$ cat config.mk
export PLATFORM = sky130hd
export DESIGN_NAME = lock_pid_slew_flat
export DESIGN_NICKNAME = d
export VERILOG_FILES = /design/src/rtl/lock_pid_slew_if.sv /design/src/rtl/lock_pid_slew.sv /design/src/flat_wrapper.sv
export SDC_FILE = /design/constraint.sdc
export NUM_CORES = 1
export LEC_CHECK = 0
export BUFFER_PORTS_ARGS = -buffer_cell sky130_fd_sc_hd__buf_4
export CAP_MARGIN = 30
export CORE_UTILIZATION = 45
export DETAILED_ROUTE_END_ITERATION = 8
export PLACE_DENSITY = 0.66
export REMOVE_ABC_BUFFERS = 1
export SLEW_MARGIN = 20
export SYNTH_ARGS = -nofsm -noshare
export SYNTH_HDL_FRONTEND = slang
export SYNTH_SLANG_ARGS = --single-unit
$ cat constraint.sdc
create_clock -name clk_i -period 19.9 [get_ports clk_i]
set_input_delay 3.98 -clock clk_i [delete_from_list [all_inputs] [get_ports clk_i]]
set_output_delay 3.98 -clock clk_i [all_outputs]
set_load 0.02 [all_outputs]
$ cat src/rtl/lock_pid_slew_if.sv
// Data, mode and setting signals between the lock PID conditioner and its neighbours.
// The slave modport is the conditioner's side of this interface.
interface lock_pid_slew_if #(
    parameter int DW = 14,
    parameter int CW = 16
);
    logic signed [DW-1:0] dat_i;
    logic                 en_i;
    logic                 hold_i;
    logic                 park_i;
    logic        [DW-1:0] set_step_i;
    logic        [CW-1:0] set_div_i;
    logic signed [DW-1:0] set_lo_i;
    logic signed [DW-1:0] set_hi_i;
    logic signed [DW-1:0] park_val_i;
    logic signed [DW-1:0] dat_o;
    logic        [1:0]    state_o;
    logic                 lim_o;
    logic                 busy_o;
    logic                 int_rst_o;

    modport master (
        output dat_i, en_i, hold_i, park_i, set_step_i, set_div_i,
               set_lo_i, set_hi_i, park_val_i,
        input  dat_o, state_o, lim_o, busy_o, int_rst_o
    );

    modport slave (
        input  dat_i, en_i, hold_i, park_i, set_step_i, set_div_i,
               set_lo_i, set_hi_i, park_val_i,
        output dat_o, state_o, lim_o, busy_o, int_rst_o
    );
endinterface

$ cat src/rtl/lock_pid_slew.sv
// Clamp + slew-limit conditioner between the lock PID output and the DAC mux.
// Optional macro LOCK_SLEW_INTRST_EN adds the integrator-restart pulse on park settle.
module lock_pid_slew #(
    parameter int DW = 14,
    parameter int CW = 16
) (
    input logic clk_i,
    input logic rstn_i,
    lock_pid_slew_if.slave bus
);
    localparam logic [1:0] ST_BYPASS = 2'd0;
    localparam logic [1:0] ST_TRACK  = 2'd1;
    localparam logic [1:0] ST_HOLD   = 2'd2;
    localparam logic [1:0] ST_PARK   = 2'd3;

    logic        [1:0]    state_q, state_d;
    logic signed [DW-1:0] dat_q, dat_d, slew_val;
    logic signed [DW-1:0] sel_q, sel_d, tgt_q, tgt_d;
    logic        [CW-1:0] cnt_q, cnt_d;
    logic                 tick, lim_q, busy_q, busy_d;
    logic signed [DW:0]   diff, nxt_ext;
    logic        [DW:0]   mag, step_x;

    // An inverted window (lo > hi) disables clamping entirely.
    function automatic logic signed [DW-1:0] clamp(
        input logic signed [DW-1:0] v,
        input logic signed [DW-1:0] lo,
        input logic signed [DW-1:0] hi
    );
        logic signed [DW-1:0] r;
        r = v;
        if (lo <= hi) begin
            if (v < lo)      r = lo;
            else if (v > hi) r = hi;
        end
        return r;
    endfunction

    always_comb begin
        if (bus.park_i)      state_d = ST_PARK;
        else if (bus.hold_i) state_d = ST_HOLD;
        else if (bus.en_i)   state_d = ST_TRACK;
        else                 state_d = ST_BYPASS;
    end

    // tgt_q drives this clock's update; tgt_d is what the next mode will chase.
    assign sel_q = (state_q == ST_PARK) ? bus.park_val_i : bus.dat_i;
    assign sel_d = (state_d == ST_PARK) ? bus.park_val_i : bus.dat_i;
    assign tgt_q = clamp(sel_q, bus.set_lo_i, bus.set_hi_i);
    assign tgt_d = clamp(sel_d, bus.set_lo_i, bus.set_hi_i);

    // >= rather than == so a lowered divider wraps instead of counting to 2^CW.
    assign tick = (cnt_q >= bus.set_div_i);

    assign diff   = {tgt_q[DW-1], tgt_q} - {dat_q[DW-1], dat_q};
    assign mag    = diff[DW] ? 0 - diff : diff;
    assign step_x = {1'b0, bus.set_step_i};

    always_comb begin
        nxt_ext = {dat_q[DW-1], dat_q};
        if (diff[DW]) nxt_ext = {dat_q[DW-1], dat_q} - step_x;
        else          nxt_ext = {dat_q[DW-1], dat_q} + step_x;
        if (bus.set_step_i == '0 || mag <= step_x) slew_val = tgt_q;
        else                                       slew_val = nxt_ext[DW-1:0];
    end

    always_comb begin
        dat_d = dat_q;
        cnt_d = '0;
        case (state_q)
            ST_BYPASS: dat_d = tgt_q;
            ST_TRACK, ST_PARK: begin
                if (tick) dat_d = slew_val;
                cnt_d = tick ? '0 : cnt_q + 1'b1;
            end
            default: ;
        endcase
        if (state_d != state_q) cnt_d = '0;
    end

    // Busy is registered against the mode being entered so it lines up with state_o.
    assign busy_d = ((state_d == ST_TRACK) || (state_d == ST_PARK)) && (dat_d != tgt_d);

    always_ff @(posedge clk_i or posedge rstn_i) begin
        if (rstn_i) begin
            state_q <= ST_BYPASS;
            dat_q   <= '0;
            cnt_q   <= '0;
            lim_q   <= 1'b0;
            busy_q  <= 1'b0;
        end else begin
            state_q <= state_d;
            dat_q   <= dat_d;
            cnt_q   <= cnt_d;
            lim_q   <= (tgt_q != sel_q);
            busy_q  <= busy_d;
        end
    end

`ifdef LOCK_SLEW_INTRST_EN
    logic ir_q;

    // Fires only on the busy falling edge while parked on both sides of the clock.
    always_ff @(posedge clk_i or posedge rstn_i) begin
        if (rstn_i) ir_q <= 1'b0;
        else        ir_q <= (state_q == ST_PARK) && (state_d == ST_PARK) && busy_q && !busy_d;
    end

    assign bus.int_rst_o = ir_q;
`else
    assign bus.int_rst_o = 1'b0;
`endif

    assign bus.dat_o   = dat_q;
    assign bus.state_o = state_q;
    assign bus.lim_o   = lim_q;
    assign bus.busy_o  = busy_q;
endmodule

$ cat src/flat_wrapper.sv
// flat-port wrapper written by rule: the top's interface ports become plain ports
module lock_pid_slew_flat 
#(
    parameter int DW = 14,
    parameter int CW = 16
)
  (clk_i, rstn_i, bus_dat_i, bus_en_i, bus_hold_i, bus_park_i, bus_set_step_i, bus_set_div_i, bus_set_lo_i, bus_set_hi_i, bus_park_val_i, bus_dat_o, bus_state_o, bus_lim_o, bus_busy_o, bus_int_rst_o);
  lock_pid_slew_if #(.DW(DW), .CW(CW)) bus_i ();
  input logic clk_i;
  input logic rstn_i;
  input wire logic [$bits(bus_i.dat_i)-1:0] bus_dat_i;
  input wire logic [$bits(bus_i.en_i)-1:0] bus_en_i;
  input wire logic [$bits(bus_i.hold_i)-1:0] bus_hold_i;
  input wire logic [$bits(bus_i.park_i)-1:0] bus_park_i;
  input wire logic [$bits(bus_i.set_step_i)-1:0] bus_set_step_i;
  input wire logic [$bits(bus_i.set_div_i)-1:0] bus_set_div_i;
  input wire logic [$bits(bus_i.set_lo_i)-1:0] bus_set_lo_i;
  input wire logic [$bits(bus_i.set_hi_i)-1:0] bus_set_hi_i;
  input wire logic [$bits(bus_i.park_val_i)-1:0] bus_park_val_i;
  output wire logic [$bits(bus_i.dat_o)-1:0] bus_dat_o;
  output wire logic [$bits(bus_i.state_o)-1:0] bus_state_o;
  output wire logic [$bits(bus_i.lim_o)-1:0] bus_lim_o;
  output wire logic [$bits(bus_i.busy_o)-1:0] bus_busy_o;
  output wire logic [$bits(bus_i.int_rst_o)-1:0] bus_int_rst_o;
  assign bus_i.dat_i = bus_dat_i;
  assign bus_i.en_i = bus_en_i;
  assign bus_i.hold_i = bus_hold_i;
  assign bus_i.park_i = bus_park_i;
  assign bus_i.set_step_i = bus_set_step_i;
  assign bus_i.set_div_i = bus_set_div_i;
  assign bus_i.set_lo_i = bus_set_lo_i;
  assign bus_i.set_hi_i = bus_set_hi_i;
  assign bus_i.park_val_i = bus_park_val_i;
  assign bus_dat_o = bus_i.dat_o;
  assign bus_state_o = bus_i.state_o;
  assign bus_lim_o = bus_i.lim_o;
  assign bus_busy_o = bus_i.busy_o;
  assign bus_int_rst_o = bus_i.int_rst_o;
  lock_pid_slew #(.DW(DW), .CW(CW)) u_core (.clk_i(clk_i), .rstn_i(rstn_i), .bus(bus_i));
endmodule
---- Yosys cells after proc, flatten, opt, wreduce, memory -nomap -nowiden ----
Index checks and enable logic that the tools add are counted.
operators by class
  add/subtract/negate cells ............... 5
  multipliers ............................. 0
  divide/modulo/power cells ............... 0
  order comparisons ....................... 7
  equality and inequality tests ........... 7
  shift operators ......................... 0
  muxes and demuxes ....................... 19
  bitwise logic cells ..................... 0
  reductions and logical operators ........ 6
operator list
  kind                                                                    count
  14-bit 2-to-1 mux                                                       11
  16-bit 2-to-1 mux                                                       3
  14-bit greater-than comparator                                          2
  14-bit < comparator                                                     2
  14-bit != test                                                          2
  14-bit case mux with 2 select lines                                     1
  16-bit by 1-bit adder with 16-bit output (second input constant)        1
  16-bit greater-or-equal comparator                                      1
  15-bit by 14-bit less-or-equal comparator with 1-bit output             1
  15-bit 2-to-1 mux                                                       1
  1-bit by 15-bit subtractor with 15-bit output (first input constant)    1
  14-bit by 14-bit subtractor with 15-bit output                          1
  14-bit adder                                                            1
  14-bit less-or-equal comparator                                         1
  14-bit logical NOT                                                      1
  14-bit subtractor                                                       1
  2-bit by 1-bit equality test with 1-bit output (second input constant)  2
  2-bit equality test (second input constant)                             2
  2-bit 2-to-1 mux                                                        2
  2-bit logical NOT                                                       1
  1-bit logical OR                                                        2
  2-bit != test                                                           1
  2-bit OR reduction                                                      1
  1-bit logical AND                                                       1
  1-bit 2-to-1 mux                                                        1
word-level totals
  bits in registers ....................... 34
  bits in latches ......................... 0
  memory bits (writable) .................. 0
  ROM bits ................................ 0
  bits of input ports ..................... 91
  logic and storage cells ................. 49
  memories ................................ 0

---- Longest topological paths before layout ----
  word-level depth ........................ 16
  depth in mapped cells ................... 37
  depth with buffers taken out ............ 33

---- Worst setup path before layout ----
No wires, ideal clock.
  kind .................................... in2reg
  start point ............................. in bus_dat_i[11]
  end point ............................... reg u_core.busy_q, in the netlist u_core.bus.busy_o
  library setup time ...................... 82 ps
  data arrival time ....................... 10048 ps
  setup slack ............................. 9771 ps
  cell stages on the path ................. 32
  path buffers ............................ 2
  cell sequence ........................... mux2i_1 -> inv_1 -> ha_1 -> a21o_1 -> a31oi_1 -> o2111a_1 -> o22a_1 -> o21ai_1 -> buf_2 -> a22oi_1 -> ha_1 -> buf_2 -> or3_1 -> a21oi_2 -> a21oi_1 -> xnor2_1 -> nand2_1 -> nor4_1 -> a21oi_1 -> xnor2_1 -> ha_1 -> nand2_1 -> nor4_1 -> o21ai_0 -> a31oi_1 -> o21ai_0 -> nand2_1 -> mux2_2 -> and3_1 -> o311ai_0 -> nor4_2 -> a31oi_1
on the way
  longest elaborated chain between the ends .. 15
  elaborated cells between the ends (all ways) .. 23
RTL lines
  item                                                         line                 source
  start: declaration                                           flat_wrapper.sv:11   input wire logic [$bits(bus_i.dat_i)-1:0] bus_dat_i;
  14-bit 2-to-1 mux                                            lock_pid_slew.sv:47  assign sel_q = (state_q == ST_PARK) ? bus.park_val_i : bus.dat_i;
  14-bit greater-than comparator                               lock_pid_slew.sv:34  else if (v > hi) r = hi;
  14-bit 2-to-1 mux                                            lock_pid_slew.sv:34
  14-bit 2-to-1 mux                                            lock_pid_slew.sv:33  if (v < lo) r = lo;
  14-bit 2-to-1 mux                                            lock_pid_slew.sv:32  if (lo <= hi) begin
  14-bit by 14-bit subtractor with 15-bit output               lock_pid_slew.sv:55  assign diff = {tgt_q[DW-1], tgt_q} - {dat_q[DW-1], dat_q};
  1-bit by 15-bit subtractor with 15-bit output                lock_pid_slew.sv:56  assign mag = diff[DW] ? 0 - diff : diff;
  15-bit 2-to-1 mux                                            lock_pid_slew.sv:56
  15-bit by 14-bit less-or-equal comparator with 1-bit output  lock_pid_slew.sv:63  if (bus.set_step_i == '0 || mag <= step_x) slew_val = tgt_q;
  1-bit logical OR                                             lock_pid_slew.sv:63
  14-bit 2-to-1 mux                                            lock_pid_slew.sv:63
  14-bit 2-to-1 mux                                            lock_pid_slew.sv:73  if (tick) dat_d = slew_val;
  14-bit case mux with 2 select lines                          lock_pid_slew.sv:70  case (state_q)
  14-bit != test (*)                                           lock_pid_slew.sv:82  assign busy_d = ((state_d == ST_TRACK) || (state_d == ST_PARK)) && (dat_d != tgt_d);
  1-bit logical AND (*)                                        lock_pid_slew.sv:82
  named net u_core.busy_d                                      lock_pid_slew.sv:20  logic tick, lim_q, busy_q, busy_d;
  end signal: assignment                                       lock_pid_slew.sv:96  busy_q <= busy_d;
  end: declaration                                             lock_pid_slew.sv:20
Mark *: on every way through the listed nets, which the timed path passes. The rest lies on a longest branch.

---- Final worst setup path ----
  start point ............................. in bus_dat_i[5]
  end point ............................... reg u_core.busy_q, in the netlist u_core.bus.busy_o
Same word-level chain as after synthesis.

==> metrics.txt <==
# TYPE chip_impl_metric gauge
chip_impl_info{name="min_from",value="u_core.cnt_q[0]"} 1
chip_impl_info{name="worst_r2r_endpoint",value="u_core.bus.busy_o"} 1
chip_impl_metric{name="detail_route.drc_violations",unit=""} 0
chip_impl_metric{name="drtAntennaViolNets",unit=""} 0
chip_impl_metric{name="multi_input_area",unit="sq um"} 6410
chip_impl_info{name="cp_slowest_cell",value="nor2_2"} 1
chip_impl_metric{name="ctsHtreeMaxLevel",unit=""} 2
chip_impl_metric{name="postLayoutCoreUtil",unit="%"} 53.4
chip_impl_metric{name="gpl.final_weighted_congestion",unit=""} 0.979
chip_impl_metric{name="post_route_skew",unit="ns"} 0.00982
chip_impl_metric{name="fin_crit",unit="ns"} 12.52
chip_impl_metric{name="leakage",unit="nW"} 4.23
chip_impl_metric{name="synthesis.area",unit="sq um"} 7820
chip_impl_info{name="worst_hold_path_type",value="reg -> reg"} 1
chip_impl_metric{name="post_synth.cell_area_avg",unit="sq um"} 7.61
chip_impl_metric{name="synth_cell_types",unit=""} 89
chip_impl_metric{name="p_clk_share",unit="%"} 8.3
chip_impl_metric{name="clk-insertion-delay-late",unit="ns"} 0.28
chip_impl_info{name="run_status",value="finished clean"} 1
chip_impl_metric{name="min_delay_path_depth",unit=""} 1
chip_impl_metric{name="design.final.nets",unit=""} 1338
chip_impl_metric{name="clock-sinks",unit=""} 34
chip_impl_metric{name="synth-edff-count",unit=""} 0
chip_impl_metric{name="slew_violations",unit=""} 0
chip_impl_metric{name="die_area",unit="sq um"} 17900
chip_impl_info{name="synth_top_flop_cell",value="dfrtp_1"} 1
chip_impl_info{name="root_buffer",value="clkbuf_16"} 1
chip_impl_metric{name="via_count_of_the_first_global_routing_pass",unit=""} 7938
chip_impl_metric{name="io_buffers",unit=""} 108
chip_impl_metric{name="fp.dieW",unit="um"} 134
chip_impl_metric{name="antenna_found_initial",unit=""} 0
chip_impl_info{name="critical_path_class",value="in -> reg"} 1
chip_impl_metric{name="detailedRoute.firstIterationViolations",unit=""} 827
chip_impl_metric{name="route.final.wire_length",unit="um"} 26800
chip_impl_info{name="end_kind",value="flop"} 1
chip_impl_metric{name="slew-limit-headroom",unit="%"} 41.5
chip_impl_metric{name="power.share.switching",unit="%"} 53.8
chip_impl_metric{name="post_route_cells_drive_above_1_share",unit="%"} 15.6
chip_impl_metric{name="post_drt_via_cell_ratio",unit=""} 6.27
chip_impl_metric{name="grt_overflow",unit=""} 0
chip_impl_metric{name="drt_pre_antenna_iters",unit=""} 6
chip_impl_metric{name="critPathArrivalTime",unit="ns"} 12.73
chip_impl_metric{name="ys_ff_latch",unit=""} 34
chip_impl_metric{name="synthesis.yosys.warnings",unit=""} 0
chip_impl_metric{name="cts_hold_repair.buffers",unit=""} 0
chip_impl_metric{name="fillCellCount",unit=""} 1623
chip_impl_metric{name="cellPowerDensity",unit="nW/um^2"} 108
chip_impl_metric{name="detailedPlace.worstSlack",unit="ns"} 7.46
chip_impl_metric{name="clk_pin_slew",unit="ns"} 0.06
chip_impl_metric{name="pin_count",unit=""} 110
chip_impl_metric{name="postCtsSetupBuffers",unit=""} 0
chip_impl_metric{name="totalNegativeSetupSlack",unit="ns"} 0
chip_impl_metric{name="vdd_drop_max",unit="V"} 0.0000574
chip_impl_metric{name="ys_async_sr_fraction",unit="%"} 100
chip_impl_metric{name="combPwrFrac",unit="%"} 82.7
chip_impl_metric{name="grt_start_max_net_pins",unit=""} 35
chip_impl_metric{name="antennaDiodeCount",unit=""} 0
chip_impl_metric{name="hold_viol_final",unit=""} 0
chip_impl_metric{name="maxCapViolCount",unit=""} 0
chip_impl_info{name="r2r-start",value="u_core.bus.state_o[1]"} 1
chip_impl_info{name="hold-path-endpoint",value="u_core.cnt_q[0]"} 1
chip_impl_metric{name="num_rows",unit=""} 47
chip_impl_metric{name="cts-buffers-inserted",unit=""} 5
chip_impl_metric{name="layout.area.seq",unit="sq um"} 851
chip_impl_metric{name="number_of_resized_instances_in_the_post_cts_repair_step",unit=""} 0
chip_impl_metric{name="cp_slowest_stage_delay",unit="ns"} 0.69
chip_impl_info{name="grt_setup_unrepaired",value="false"} 1
chip_impl_metric{name="timing.reg2reg.worst_path_depth",unit=""} 32
chip_impl_metric{name="core_area",unit="sq um"} 16800
chip_impl_metric{name="crit_path_max_fanout",unit=""} 21
chip_impl_metric{name="synthCells",unit=""} 1027
chip_impl_metric{name="max_freq",unit="MHz"} 79.8
chip_impl_info{name="cp-start-kind",value="input port"} 1
chip_impl_metric{name="die_height",unit="um"} 134
chip_impl_metric{name="synth_seq_area_share",unit="%"} 10.9
chip_impl_metric{name="power.net_switching",unit="mW"} 0.523
chip_impl_metric{name="min_period_over_period",unit="%"} 62.9
chip_impl_metric{name="layout_stage_area_growth_over_the_synthesis_result",unit="%"} 14.5
chip_impl_metric{name="worst_ep_required_time",unit="ns"} 20.11
chip_impl_metric{name="setup_ws",unit="ns"} 7.38
chip_impl_metric{name="place.detailed.hpwl",unit="um"} 22200
chip_impl_metric{name="dr_total_vias",unit=""} 8389
chip_impl_metric{name="setup_viol",unit=""} 0
chip_impl_metric{name="wire_length_of_the_first_global_routing_pass",unit="um"} 42200
chip_impl_metric{name="setup.reg_to_reg.worst_slack",unit="ns"} 10.09
chip_impl_metric{name="routed_wire_length_per_instance",unit="um"} 20.0
chip_impl_metric{name="internal-power",unit="mW"} 0.448
chip_impl_metric{name="grt_util_all_layers",unit="%"} 30.0
chip_impl_metric{name="flop_pwr_share",unit="%"} 9.0
chip_impl_metric{name="initial_core_util",unit="%"} 46.6
chip_impl_info{name="clock_tree_from_tritoncts",value="built"} 1
chip_impl_metric{name="timing_worst_slew_pin_value",unit="ns"} 0.871
chip_impl_metric{name="totalPowerFinal",unit="mW"} 0.971
chip_impl_metric{name="ctsLongestPathBuffers",unit=""} 2
-- placed cells by master, fill, tap and decap left out, types with 6 or more instances in the layout --
master,instances
xor2_1,25
a21boi_0,6
mux2i_1,13
nor2_1,78
and3_1,15
ha_1,128
nand2b_1,9
o2bb2ai_1,7
a21oi_1,59
a22oi_1,27
mux2_2,20
a21o_1,19
o21a_1,20
a211oi_1,12
o31ai_1,8
nand3_1,39
buf_4,117
a31oi_1,15
o21ai_0,42
o31a_1,6
a221oi_1,9
or2_2,6
nand4_1,17
o211ai_1,11
dfrtp_1,34
o22ai_1,18
nor2b_1,12
xnor2_1,41
nand2_1,67
nor3_1,18
inv_1,101
nor4_1,9
-- sequential cells by signal (all words and copies together), names as in the netlist --
| name | count |
|---|---|
| u_core.cnt_q | 16 |
| u_core.bus.dat_o | 14 |
| u_core.bus.state_o | 2 |
| u_core.bus.busy_o | 1 |
| u_core.bus.lim_o | 1 |
-- through the flow --
step	instance area, sq um	std cells	hold slack, ns
after floorplan	7640	993	0.474
after global placement	8790	1329	0.515
after detailed placement	8790	1329	0.530
after CTS	8940	1337	0.539
after global routing	8950	1338	0.562
final	8950	1338	0.528
-- synth_stat cells (5+ instances only) --
| master | instances | area share, % |
|---|---|---|
| a21oi_1 | 59 | 3.8 |
| xnor2_1 | 41 | 4.6 |
| nand4_1 | 17 | 1.4 |
| nand2_1 | 67 | 3.2 |
| nand3_1 | 39 | 2.5 |
| and3_1 | 15 | 1.2 |
| nor2b_1 | 12 | 0.96 |
| o211ai_1 | 11 | 1.1 |
| nor4_1 | 9 | 0.72 |
| mux2i_1 | 13 | 1.7 |
| nand2b_1 | 9 | 0.72 |
| nor3_1 | 18 | 1.2 |
| a221oi_1 | 9 | 1.0 |
| a211o_1 | 5 | 0.56 |
| a31oi_1 | 15 | 1.2 |
| a21boi_0 | 6 | 0.58 |
| a21o_1 | 19 | 1.8 |
| or2_2 | 6 | 0.48 |
| dfrtp_1 | 34 | 11 |
| and2_1 | 5 | 0.40 |
| nor2_1 | 78 | 3.7 |
| mux2_2 | 20 | 2.9 |
| o31ai_1 | 8 | 0.77 |
| a22oi_1 | 27 | 2.6 |
| buf_2 | 13 | 0.83 |
| xor2_1 | 25 | 2.8 |
| ha_1 | 128 | 20 |
| o31a_1 | 6 | 0.67 |
| clkbuf_1 | 13 | 0.62 |
| a211oi_1 | 12 | 1.2 |
| o21ai_0 | 43 | 2.8 |
| o22ai_1 | 18 | 1.4 |
| o21a_1 | 20 | 1.9 |
| inv_1 | 101 | 4.9 |
| o2bb2ai_1 | 7 | 0.78 |
-- power by group through the flow --
stage	Combinational (mW)	Clock, mW	Sequential [mW]
after floorplan	0.576	0	0.0940
after global placement	0.778	0	0.0888
after detailed placement	0.781	0	0.0887
after CTS	0.787	0.0815	0.0874
after global routing	0.884	0.0858	0.0884
final	0.803	0.0807	0.0874
-- area by class of cell --
cell class / count / area share, %
multi-input cells: 858 / 71.7
clock inverters: 2 / 0.140
well taps: 220 / 3.08
flip-flops and latches: 34 / 9.51
repair buffers: 117 / 9.82
clock buffers: 6 / 1.55
inverters: 101 / 4.24
-- per-layer routing --
metal	share of wire [%]	up-vias	wire [um]	track usage [%]
met5	0	-	0	0
li1	-	4048	-	-
met2	43	434	11400	45.8
met4	2.5	0	674	8.78
met1	45	3848	12100	42.2
met3	9.8	59	2630	6.39
-- logic make-up (layout without fill, tap and decap cells) --
kind of cell               Yosys count  count (layout)  synth area share (%)
AOI/OAI and AO/OA                  328             328                  30.1
and+or+nand+nor                    299             299                  18.8
buffers and inverters              135             226                  7.08
adders and majority gates          130             130                  21.0
xor gates and xnor gates            66              66                  7.40
muxes                               34              34                  4.69
DFF                                 34              34                  10.9
other                                1               1                0.0480
-- worst max-delay path: cells and delay by family --
family / cells / cell delay, ns
AO/OA/AOI/OAI: 12 / 3.53
XOR/XNOR: 2 / 0.37
adder cells (fa/ha/maj): 3 / 0.97
multiplexers: 2 / 0.74
buffers and inverters: 2 / 0.35
AND/OR/NAND/NOR: 10 / 2.78
-- worst max-delay path by stage --
stage	from	end	slack [ns]	cells past startpoint
2_1_floorplan	bus_set_hi_i[11]	u_core.bus.busy_o	8.62	30
3_3_place_gp	bus_dat_i[5]	u_core.bus.busy_o	7.52	31
3_5_place_dp	bus_dat_i[5]	u_core.bus.busy_o	7.46	31
4_1_cts	bus_dat_i[5]	u_core.bus.busy_o	7.64	31
5_1_grt	bus_dat_i[5]	u_core.bus.busy_o	6.89	31
6_report	bus_dat_i[5]	u_core.bus.busy_o	7.38	31
(Power assumes the default switching activity.)
